[src/rtl/decode_stage.sv]
// decode_stage: registered RV32I decode with a 2-entry skid buffer and flush
module decode_stage #(
  parameter int XLEN   = 32,
  parameter int ALU_W  = 4,
  parameter int REG_AW = 5
) (
  input  logic              clk,
  input  logic              rst_n,
  input  logic              flush,
  input  logic              in_valid,
  output logic              in_ready,
  input  logic [31:0]       in_insn,
  input  logic [XLEN-1:0]   in_pc,
  output logic              out_valid,
  input  logic              out_ready,
  output logic [XLEN-1:0]   out_pc,
  output logic [REG_AW-1:0] out_rs1,
  output logic [REG_AW-1:0] out_rs2,
  output logic [REG_AW-1:0] out_rd,
  output logic [XLEN-1:0]   out_imm,
  output logic              out_reg_we,
  output logic              out_mem_re,
  output logic              out_mem_we,
  output logic              out_branch,
  output logic              out_jump,
  output logic              out_alu_src_imm,
  output logic [ALU_W-1:0]  out_alu_ctr,
  output logic              out_illegal
);
  typedef struct packed {
    logic [XLEN-1:0]   pc;
    logic [REG_AW-1:0] rs1, rs2, rd;
    logic [XLEN-1:0]   imm;
    logic              reg_we, mem_re, mem_we, branch, jump, src;
    logic [ALU_W-1:0]  alu;
    logic              illegal;
  } bundle_t;
  localparam logic [ALU_W-1:0] alu_and = 0, alu_or = 1, alu_add = 2, alu_sub = 3, alu_xor = 4,
                               alu_slt = 5, alu_sll = 6, alu_srl = 7, alu_sra = 8;
  logic [6:0] op, f7;
  logic [2:0] f3;
  logic [31:0] imm_i, imm_s, imm_b, imm_u, imm_j, imm32;
  logic [ALU_W-1:0] alu_f3;
  logic ok, drain, accept, m_v, s_v;
  bundle_t d, m, s;
  assign op = in_insn[6:0];
  assign f3 = in_insn[14:12];
  assign f7 = in_insn[31:25];
  assign imm_i = {{20{in_insn[31]}}, in_insn[31:20]};
  assign imm_s = {{20{in_insn[31]}}, in_insn[31:25], in_insn[11:7]};
  assign imm_b = {{19{in_insn[31]}}, in_insn[31], in_insn[7], in_insn[30:25], in_insn[11:8], 1'b0};
  assign imm_u = {in_insn[31:12], 12'b0};
  assign imm_j = {{11{in_insn[31]}}, in_insn[31], in_insn[19:12], in_insn[20], in_insn[30:21], 1'b0};
  // insn[30] selects SRA over SRL for both register and immediate shifts
  assign alu_f3 = f3 == 3'b111 ? alu_and : f3 == 3'b110 ? alu_or : f3 == 3'b100 ? alu_xor :
                  f3 == 3'b010 ? alu_slt : f3 == 3'b001 ? alu_sll :
                  f3 == 3'b101 ? (in_insn[30] ? alu_sra : alu_srl) : alu_add;
  always_comb begin
    d = '0;
    ok = 1'b0;
    imm32 = '0;
    d.pc = in_pc;
    d.rs1 = REG_AW'(in_insn[19:15]);
    d.rs2 = REG_AW'(in_insn[24:20]);
    d.rd = REG_AW'(in_insn[11:7]);
    case (op)
      7'b0000011: begin ok = f3 == 3'b010; imm32 = imm_i; d.reg_we = 1'b1; d.mem_re = 1'b1; d.src = 1'b1; d.alu = alu_add; end
      7'b0100011: begin ok = f3 == 3'b010; imm32 = imm_s; d.mem_we = 1'b1; d.src = 1'b1; d.alu = alu_add; end
      7'b0110011: begin
        ok = f7 == 7'b0 ? f3 != 3'b011 : f7 == 7'b0100000 && (f3 == 3'b000 || f3 == 3'b101);
        d.reg_we = 1'b1;
        d.alu = (f3 == 3'b000 && f7[5]) ? alu_sub : alu_f3;
      end
      7'b0010011: begin
        ok = f3 == 3'b001 ? f7 == 7'b0 : f3 == 3'b101 ? (f7 == 7'b0 || f7 == 7'b0100000) : f3 != 3'b011;
        imm32 = imm_i; d.reg_we = 1'b1; d.src = 1'b1; d.alu = alu_f3;
      end
      7'b1100011: begin ok = f3[2:1] == 2'b00; imm32 = imm_b; d.branch = 1'b1; d.alu = alu_sub; end
      7'b1101111: begin ok = 1'b1; imm32 = imm_j; d.jump = 1'b1; d.reg_we = 1'b1; d.alu = alu_add; end
      7'b0110111: begin ok = 1'b1; imm32 = imm_u; d.rs1 = '0; d.reg_we = 1'b1; d.src = 1'b1; d.alu = alu_add; end
      default: ok = 1'b0;
    endcase
    d.imm = XLEN'($signed(imm32));
    if (!ok) begin
      d.imm = '0;
      d.reg_we = 1'b0;
      d.mem_re = 1'b0;
      d.mem_we = 1'b0;
      d.branch = 1'b0;
      d.jump = 1'b0;
      d.src = 1'b0;
      d.alu = alu_and;
    end
    d.reg_we = d.reg_we & (d.rd != '0);
    d.illegal = !ok;
  end
  assign in_ready = !s_v;
  assign drain = m_v & out_ready;
  assign accept = in_valid & in_ready & !flush;
  always_ff @(posedge clk or negedge rst_n)
    if (!rst_n) begin
      m_v <= 1'b0;
      s_v <= 1'b0;
      m <= '0;
      s <= '0;
    end else if (flush) begin
      m_v <= 1'b0;
      s_v <= 1'b0;
    end else if (!m_v || drain) begin
      if (s_v) begin
        m <= s;
        m_v <= 1'b1;
        s_v <= 1'b0;
      end else begin
        m_v <= accept;
        if (accept) m <= d;
      end
    end else if (accept) begin
      s <= d;
      s_v <= 1'b1;
    end
  assign out_valid = m_v;
  assign out_pc = m.pc;
  assign out_rs1 = m.rs1;
  assign out_rs2 = m.rs2;
  assign out_rd = m.rd;
  assign out_imm = m.imm;
  assign out_reg_we = m.reg_we;
  assign out_mem_re = m.mem_re;
  assign out_mem_we = m.mem_we;
  assign out_branch = m.branch;
  assign out_jump = m.jump;
  assign out_alu_src_imm = m.src;
  assign out_alu_ctr = m.alu;
  assign out_illegal = m.illegal;
endmodule

[config.mk]
export PLATFORM = sky130hd
export DESIGN_NAME = decode_stage
export DESIGN_NICKNAME = d
export VERILOG_FILES = /design/src/rtl/decode_stage.sv
export SDC_FILE = /design/constraint.sdc
export NUM_CORES = 1
export LEC_CHECK = 0
export BUFFER_PORTS_ARGS = -buffer_cell sky130_fd_sc_hd__buf_2
export CORE_MARGIN = 3
export CORE_UTILIZATION = 45
export CTS_BUF_LIST = sky130_fd_sc_hd__clkbuf_2
export DETAILED_ROUTE_END_ITERATION = 7
export GPL_TIMING_DRIVEN = 0
export PLACE_DENSITY_LB_ADDON = 0.08
export SLEW_MARGIN = 20
export SYNTH_ARGS = -nofsm -noshare
export SYNTH_HDL_FRONTEND = slang
export SYNTH_SLANG_ARGS = --single-unit
[constraint.sdc]
create_clock -name clk -period 3.5 [get_ports clk]
set_input_delay 0.35 -clock clk [delete_from_list [all_inputs] [get_ports clk]]
set_output_delay 0.35 -clock clk [all_outputs]
set_load 0.05 [all_outputs]
**Word-level counts from Yosys, hierarchy flattened**

Cells that the tools add are included.

- Flip-flop bits (word level): 182
- Input bits: 69
- Output and inout bits: 92

- Equal/unequal tests: 15
- Reductions and logical operators: 24
- Bitwise gates (word level): 6
- Muxes and demuxes: 30

Operators by type and width:

| operator | count |
|---|---|
| $mux W90 | 2 |
| $pmux W32 S5 | 1 |
| $mux W42 | 1 |
| $mux W4 | 8 |
| $eq A7 B6 Y1 const B | 4 |
| $pmux W4 S4 | 1 |
| $mux W1 | 15 |
| $eq A7 B7 Y1 const B | 2 |
| $eq A3 B3 Y1 const B | 4 |
| $reduce_or A4 Y1 | 2 |
| $eq A7 B2 Y1 const B | 1 |
| $eq A7 B5 Y1 const B | 1 |
| $logic_not A7 Y1 | 1 |
| $reduce_and A3 Y1 | 2 |
| $reduce_or A2 Y1 | 3 |
| $mux W5 | 1 |
| $pmux W1 S5 | 1 |
| $reduce_bool A5 Y1 | 1 |
| $reduce_or A5 Y1 | 1 |
| $and A1 B1 Y1 | 4 |
| $logic_not A1 Y1 | 4 |
| $reduce_bool A2 Y1 | 2 |
| $eq A3 B1 Y1 const B | 1 |
| $eq A3 B2 Y1 const B | 1 |
| other kinds (7) | 11 |

**Longest topological paths before layout**

Gate-level depths: netlist of run 1.

- Word-level depth: 13
- Depth in mapped cells: 8
- Depth with buffers taken out: 5

**Worst setup path after synthesis of run 1**

Ideal clock, no wire load.

- Path kind: register -> register
- From: register m_v, in the netlist out_valid
- To: register m (netlist bit out_branch)
- Library setup time: 0.119 ns
- Path buffers: 2
- Path slack: 1.544 ns
- Data arrival time: 1.837 ns
- Cell stages (with the launch flop): 7
- Path through: dfrtp_1 -> nor2b_1 -> nor3_2 -> clkbuf_1 -> clkbuf_1 -> o211ai_1 -> o21a_1

- Longest elaborated chain between the ends: 3
- Elaborated cells between the ends (all ways): 4

RTL lines:

| item | line | text |
|---|---|---|
| start, declared | 44 | `logic ok, drain, accept, m_v, s_v;` |
| start signal, assigned | 115 | `m_v <= accept;` |
| $and A1 B1 Y1 or $logic_not A1 Y1 (tied branches) | 98, 109 |  |
| $logic_or A1 B1 Y1 (*) | 109 | `end else if (!m_v \|\| drain) begin` |
| $reduce_and A3 Y1 (no line) (*) | n/a |  |
| end signal, assigned | 111 | `m <= s;` |
| end, declared | 45 | `bundle_t d, m, s;` |

Mark *: on every way between the ends. The rest lies on a longest branch, timed or not.
A chain may end at the register's enable or synchronous reset.

**Worst setup path after layout of run 1**

- From: register s_v
- To: register s[35] in the netlist's numbering

- Longest elaborated chain between the ends: 4

RTL lines:

| item | line | text |
|---|---|---|
| start, declared | 44 |  |
| start signal, assigned | 103 | `s_v <= 1'b0;` |
| start signal, assigned | 108 | `s_v <= 1'b0;` |
| start signal, assigned | 113 | `s_v <= 1'b0;` |
| $logic_not A1 Y1 | 97 | `assign in_ready = !s_v;` |
| $and A1 B1 Y1 (2 in series) | 99 | `assign accept = in_valid & in_ready & !flush;` |
| $reduce_and A3 Y1 (no line) | n/a |  |
| end signal, assigned | 105 | `s <= '0;` |
| end signal, assigned | 119 | `s <= d;` |
| end, declared | 45 |  |

Every way passes these cells.

==> metrics.md, run 1 <==
| Metric | Value |
|---|---|
| Status | `finished clean` |
| FMAX | `between 400 and 500 MHz` |
| Pin count of the biggest net entering global routing | `84` |
| CP Class | `flop to flop` |
| Tot GR Track Use | `0.245` |
| Async SR Flop Fraction | `1.00` |
| Pre-CTS setup slack | `1030 ps` |
| Syn Inst Count | `874` |
| Final Slew Violations | `0` |
| Final setup vio count | `0` |
| Hold Path Class | `primary input to flop` |
| Simple-Gate Fraction of Synth Area | `0.179` |
| Sequential area share after synthesis | `0.538` |
| Worst-Skew Late Latency | `770 ps` |
| Synth cell count leaders | `247 x nand2_1, 182 x dfrtp_1, 61 x a21oi_1` |
| Internal | `2.88 mW` |
| CTS root buffer | `clkbuf_2` |
| Compound-Gate Fraction of Synth Area | `0.189` |
| Initial antenna violation count | `1` |
| Die footprint | `20,500 um2` |
| Worst-path clk slew | `260 ps` |
| Post-Route WL | `24,500 um` |
| IR drop worst, VDD | `0.175 mV` |
| Nets | `between 1,000 and 1,500` |
| Area grow syn2layout | `23.7%` |
| Worst path max stage delay | `620 ps` |
| Ports | `roughly 160` |
| Number of I/O port buffers | `157` |
| Resized Gates After CTS | `0` |
| Mux contribution to synthesized area | `0.0523` |
| GP Congestion | `0.904` |
| Wire per inst | `18.0 um` |
| CP Launch Type | `flop` |
| Switching part of the total power | `0.353` |
| Comb power frac | `0.219` |
| CTS tree | `yes` |
| P per Cell Area | `between 400 and 500 nW/um2` |
| CTS Buf Count | `17` |
| Util after Layout | `0.575` |
| Layout fillers | `1,686` |
| Hold Slack | `110 ps` |
| Max-cap viol count | `0` |
| Clock Sinks | `182` |
| DRC | `0` |
| Total power | `4.45 mW` |
| Fin Clk Skew | `22.5 ps` |
| Syn. warnings | `0` |
| Synthesized cell area | `8470 um2` |
| Worst r2r src | `s_v$_DFFE_PN0P_` |
| RSZ-0062 raised after global routing | `false` |
| Fin crit period | `2460 ps` |
| Sw Pwr | `1.57 mW` |
| Leak | `roughly 5 nW` |
| Detailed Place HPWL | `17,300 um` |
| Syn Area/Cell | `9.69 um2` |
| Final Worst Setup Slack | `1040 ps` |
| Final hold vios | `0` |
| Die X | `143 um` |
| Via density | `5.45` |
| Xor/xnor cell area share of the yosys netlist | `0.00207` |
| Top-count cell post-synth | `nand2_1` |
| Worst Path Buf+Inv | `3` |
| Crit path DAT | `3160 ps` |
| Rows | `49` |
| Adder-cell share of the synthesized area | `0` |
| Syn_nets | `943` |
| Max FO, Critical Path | `10` |
| Post-synth EDFFs | `0` |
| Tcrit/Tclk final | `0.704` |
| Total core area | `18,200 um2` |
| Netlist cell types | `56` |
| Worst slew pin tran | `~770 ps` |
| Vias in the first global route | `7,332` |
| Post-synth top flop | `dfrtp_1` |
| DRT Pass-1 Iters | `7` |
| CP cell instances | `buf_2 -> nor3_1 -> nand2_1 -> clkbuf_1 -> clkbuf_1 -> nand2_1 -> o31ai_2` |
| Required time worst endpoint | `4200 ps` |
| Worst setup EP type | `flop` |
| Grt total ovfl | `0` |
| Number of DRC markers in iteration 0 | `575` |
| Via total after detailed routing | `7,406` |
| Critical Path Source | `s_v$_DFFE_PN0P_` |
| Critical path's top delay family | `buffers and inverters` |
| Yosys top cell by area | `dfrtp_1` |
| Inst Count DP | `approximately 1,300` |
| Top cells by area, synth | `dfrtp_1 54%, nand2_1 11%, mux2i_1 5.0%` |
| Clk network pwr share | `0.235` |
| Initial core utilization | `0.465` |
| First-pass GRT wire length | `39,500 um` |
| Die Y | `143 um` |
| Post-synth top area share | `0.538` |
| Hold Path Origin | `in_insn[0]` |
| CP max-delay cell | `clkbuf_1` |
| Sequential power share | `0.546` |
| H-Tree Level Count | `4` |
| Max-slew headroom | `0.488` |
| Largest family of logic cells by synthesized area | `compound AO/OA/AOI/OAI gates` |
| Yosys reg bits | `around 180` |
| Share of cells above drive strength 1 | `0.225` |
| Max clock buf depth | `2` |
| Non-Filler Instances | `~1,400` |
| Routed Antenna Nets | `0` |
power groups by stage:
| stage | logic [mW] | registers, mW | clock network [mW] |
|---|---|---|---|
| finish | 0.976 | 2.43 | 1.04 |
| global route | 1.07 | 2.46 | 1.16 |
| CTS | 0.980 | 2.43 | 1.08 |
| detailed placement | 0.924 | 2.47 | 0 |
| global placement | 0.905 | 2.46 | 0 |
| floorplan | 0.293 | 2.78 | 0 |
cell usage in the layout, fill, tap and decap left out, types with 4 or more instances in the layout:
master,netlist,layout
a21oi_1,61,61
a22oi_1,5,5
and3_1,39,39
buf_2,11,167
buf_6,5,5
clkbuf_1,50,50
clkbuf_2,0,19
clkinv_4,0,7
dfrtp_1,182,182
dlygate4sd3_1,0,62
inv_1,5,5
mux2i_1,42,42
nand2_1,247,247
nand3_1,4,4
nor2_1,13,13
nor2b_1,4,4
o211ai_1,8,8
o21a_1,6,6
o21ai_0,43,43
o21ai_1,23,23
o31ai_1,40,40
o31ai_2,31,31
logic make-up after synthesis:
group | Yosys count
AOI/OAI and AO/OA | 233
xor gates and xnor gates | 2
buffers and inverters | 76
DFF | 182
muxes | 44
and+or+nand+nor | 337
repair_timing:
action,4_1_cts,5_1_grt
hold buffers,61,2
endpoints found under the hold margin,234,2
setup buffers,0,0
final timing paths:
path	endpoint	slack, ps	cells past startpoint
setup / recovery	s[35]$_DFFE_PN0P_	1040	7
hold / removal	s[2]$_DFFE_PN0P_	110	5
setup reg to reg	s[35]$_DFFE_PN0P_	1040	7
hold reg to reg	s[17]$_DFFE_PN0P_	500	2
max in group asynchronous	s[23]$_DFFE_PN0P_	2090	5
min in group asynchronous	out_imm[12]$_DFFE_PN0P_	500	3
metal layers:
layer  routed length, um  vias up  track usage
met5                   0        -            0
met4                 321        0       0.0580
met3                1400       29       0.0476
met2               11700      229        0.395
met1               11100     3623        0.346
li1                    -     3525            -
area by class of cell:
cell class / instances / area [um2] / share of cell area
antenna: 1 / 2.50 / 0.000239
buffer: 70 / 318 / 0.0303
clock buffer: 19 / 95.1 / 0.00908
clock inverter: 13 / 128 / 0.0122
inverter: 6 / 22.5 / 0.00215
multi-input combinational: 616 / 3570 / 0.341
sequential: 182 / 4550 / 0.435
tap: 229 / 287 / 0.0274
timing repair buffer: 222 / 1490 / 0.142
tightest hold or removal path, stage by stage:
cell and delay, ps:
buf_2 150, nand3_1 90, o22ai_1 130, nand2_1 90
o21ai_1 50
per-stage QoR:
stage / setup TNS [ps] / area, um2
5_1_grt: 0 / 10500
4_1_cts: 0 / 10500
6_report: 0 / 10500
3_3_place_gp: -185840 / 9540
3_5_place_dp: 0 / 9610
2_1_floorplan: 0 / 8470
state kept, by name, indices dropped and copies added (netlist names):
signal,flops
out_alu_ctr,4
out_reg_we,1
out_rd,5
out_jump,1
out_branch,1
s,90
out_alu_src_imm,1
out_pc,32
s_v,1
out_rs1,5
out_mem_re,1
out_imm,32
out_mem_we,1
out_valid,1
out_illegal,1
out_rs2,5
(Power assumes the default switching activity.)
==> run 2: changes to the inputs <==
==> constraint.sdc (replaced) <==
create_clock -name clk -period 2.1 [get_ports clk]
set_input_delay 0.21 -clock clk [delete_from_list [all_inputs] [get_ports clk]]
set_output_delay 0.21 -clock clk [all_outputs]
set_load 0.05 [all_outputs]
==> run 2 against run 1 <==
Net effect: the flow now finishes with violations (negative setup slack); via count barely moved; routed wire length rose by 0.28%; clock skew rose by 10 ps; die area did not move; global-route usage rose by 0.11 points; hold slack got worse by 5.2 ps; core utilization rose by 0.96 points; clock power rose by 67%; highest routed layer unchanged.
==> metrics.md, run 2 (same netlist as run 1, synthesis figures left out) <==
| Metric | Value |
|---|---|
| Status | `finished, violations left` |
| Failing checks | `negative setup slack` |
| Final Worst Setup Slack | `-12.5 ps` |
| Tot GR Track Use | `0.246` |
| Ports | `161` |
| Rows | `a little under 50` |
| Routed Antenna Nets | `0` |
| Worst-path clk slew | `about 250 ps` |
| Number of DRC markers in iteration 0 | `530` |
| Die Y | `143 um` |
| Hold Slack | `about 100 ps` |
| CP cell instances | `dlygate4sd3_1 -> buf_2 -> nand3b_1 -> dlygate4sd3_1 -> o22ai_4 -> dlygate4sd3_1 -> nand2_1 -> o31ai_2` |
| Max reg flops | `90` |
| Grt total ovfl | `0` |
| Leak | `approximately 5.2 nW` |
| Final hold vios | `0` |
| Post-Route WL | `24,600 um` |
| P per Cell Area | `about 700 nW/um2` |
| Most frequent CP cell | `dlygate4sd3_1` |
| Max-slew headroom | `0.497` |
| GP Congestion | `between 0.9 and 1` |
| Fin Clk Skew | `32.9 ps` |
| Total power | `7.44 mW` |
| Tcrit/Tclk final | `1.01` |
| Initial antenna violation count | `1` |
| First-pass GRT wire length | `between 30,000 and 40,000 um` |
| Required time worst endpoint | `2780 ps` |
| Clock Sinks | `roughly 180` |
| Max clock buf depth | `2` |
| CTS tree | `yes` |
| Nets | `1,195` |
| Layout fillers | `~1,700` |
| Crit path DAT | `2790 ps` |
| Total negative slack | `-12.5 ps` |
| Util after Layout | `0.585` |
| FMAX | `473 MHz` |
| Max-cap viol count | `0` |
| Critical path's top delay family | `buffers and inverters` |
| Most frequent cells in the layout | `245 x nand2_1, 182 x dfrtp_1, 166 x buf_2` |
| Pin count of the biggest net entering global routing | `84` |
| Fin crit period | `2110 ps` |
| Area grow syn2layout | `25.7%` |
| IR drop worst, VDD | `~0.29 mV` |
| Via density | `5.40` |
| Leading cell type in the layout, fill and taps excluded | `nand2_1` |
| CTS root buffer | `clkbuf_2` |
| Initial core utilization | `0.465` |
| Worst slew pin tran | `755 ps` |
| Worst path max stage delay | `630 ps` |
| DRC | `0` |
| Worst Path Buf+Inv | `4` |
| Worst setup EP type | `flop` |
| Vias in the first global route | `between 7,000 and 8,000` |
| Final Slew Violations | `0` |
| Via total after detailed routing | `~7,400` |
| Detailed Place HPWL | `17,300 um` |
| Largest Register | `s` |
| Max FO, Critical Path | `4` |
| H-Tree Level Count | `4` |
| Worst-Skew Late Latency | `a little under 800 ps` |
| CTS Buf Count | `17` |
| Hold Path Class | `primary input to flop` |
| Die X | `approximately 140 um` |
| Die footprint | `20,500 um2` |
| CP max-delay cell | `dlygate4sd3_1` |
| DRT Pass-1 Iters | `6` |
| Number of I/O port buffers | `157` |
| Share of cells above drive strength 1 | `0.247` |
| Total core area | `18,200 um2` |
| CP Launch Type | `primary input` |
| Final setup vio count | `1` |
| Wire per inst | `17.9 um` |
| CP Class | `primary input to flop` |
run 2: cell count changes in the layout (fill, tap and decap cells not counted), moves of 2 or more:
cell           previous run  this run
clkbuf_1                 50        31
nand2_1                 247       245
buf_4                     1         3
buf_1                     3         1
clkbuf_4                  0         3
clkbuf_2                 19        36
nand2_2                   0         2
dlygate4sd3_1            62        72
run 2: path summary, 6_finish.rpt:
kind                                        start  cells past startpoint                    endpoint  slack [ps]
max in group asynchronous                   rst_n                      5           s[21]$_DFFE_PN0P_         870
worst max register to register    s_v$_DFFE_PN0P_                      7           s[35]$_DFFE_PN0P_         150
worst min-delay path                  in_insn[12]                      6  out_alu_ctr[3]$_DFFE_PN0P_         100
worst min register to register  s[17]$_DFFE_PN0P_                      2           s[17]$_DFFE_PN0P_         500
worst max-delay path                   in_insn[4]                      8           s[21]$_DFFE_PN0P_         -10
min in group asynchronous                   rst_n                      4      out_pc[22]$_DFFE_PN0P_         470
run 2: routing by layer:
| layer | vias up | share of wire | global-route usage |
|---|---|---|---|
| li1 | 3553 | - | - |
| met1 | 3587 | 0.45 | 0.346 |
| met2 | 233 | 0.48 | 0.401 |
| met3 | 26 | 0.057 | 0.0442 |
| met4 | 0 | 0.014 | 0.0580 |
| met5 | - | 0 | 0 |
run 2: per-stage QoR:
stage | setup WS (ps) | area (um2) | std cells
2_1_floorplan | 144 | 8470 | 874
3_3_place_gp | -2290 | 9540 | 1260
3_5_place_dp | -366 | 9610 | 1262
4_1_cts | 3.53 | 10600 | 1366
5_1_grt | -0.654 | 10600 | 1369
6_report | -12.5 | 10600 | 1369
run 2: repair_timing:
item | 4_1_cts | 5_1_grt
gates resized for setup | 13 | 30
setup buffers | 0 | 2
hold buffers | 73 | 0
endpoints found under the hold margin | 307 | 0
pin swaps | 0 | 2
setup endpoints to repair | 114 | 138
run 2: report_power, final:
group / internal [mW] / leakage (nW) / switching (mW)
Clock: 0.459 / 0.138 / 1.28
Combinational: 0.494 / 2.64 / 1.16
Sequential: 3.87 / 2.39 / 0.179
run 2: area by class of cell:
class | instances | area (um2) | share of cell area
Clock buffer | 19 | 95.1 | 0.00893
Inverter | 6 | 22.5 | 0.00212
Tap cell | 229 | 287 | 0.0269
Multi-Input combinational cell | 616 | 3600 | 0.338
Antenna cell | 1 | 2.50 | 0.000235
Timing Repair Buffer | 234 | 1610 | 0.151
Buffer | 69 | 347 | 0.0326
Clock inverter | 13 | 128 | 0.0120
Sequential cell | 182 | 4550 | 0.428
run 2: worst min-delay path, delay by kind of cell:
family	cells	cell delay, ps
buf+inv	2	300
simple gates	2	150
compound gates	2	200
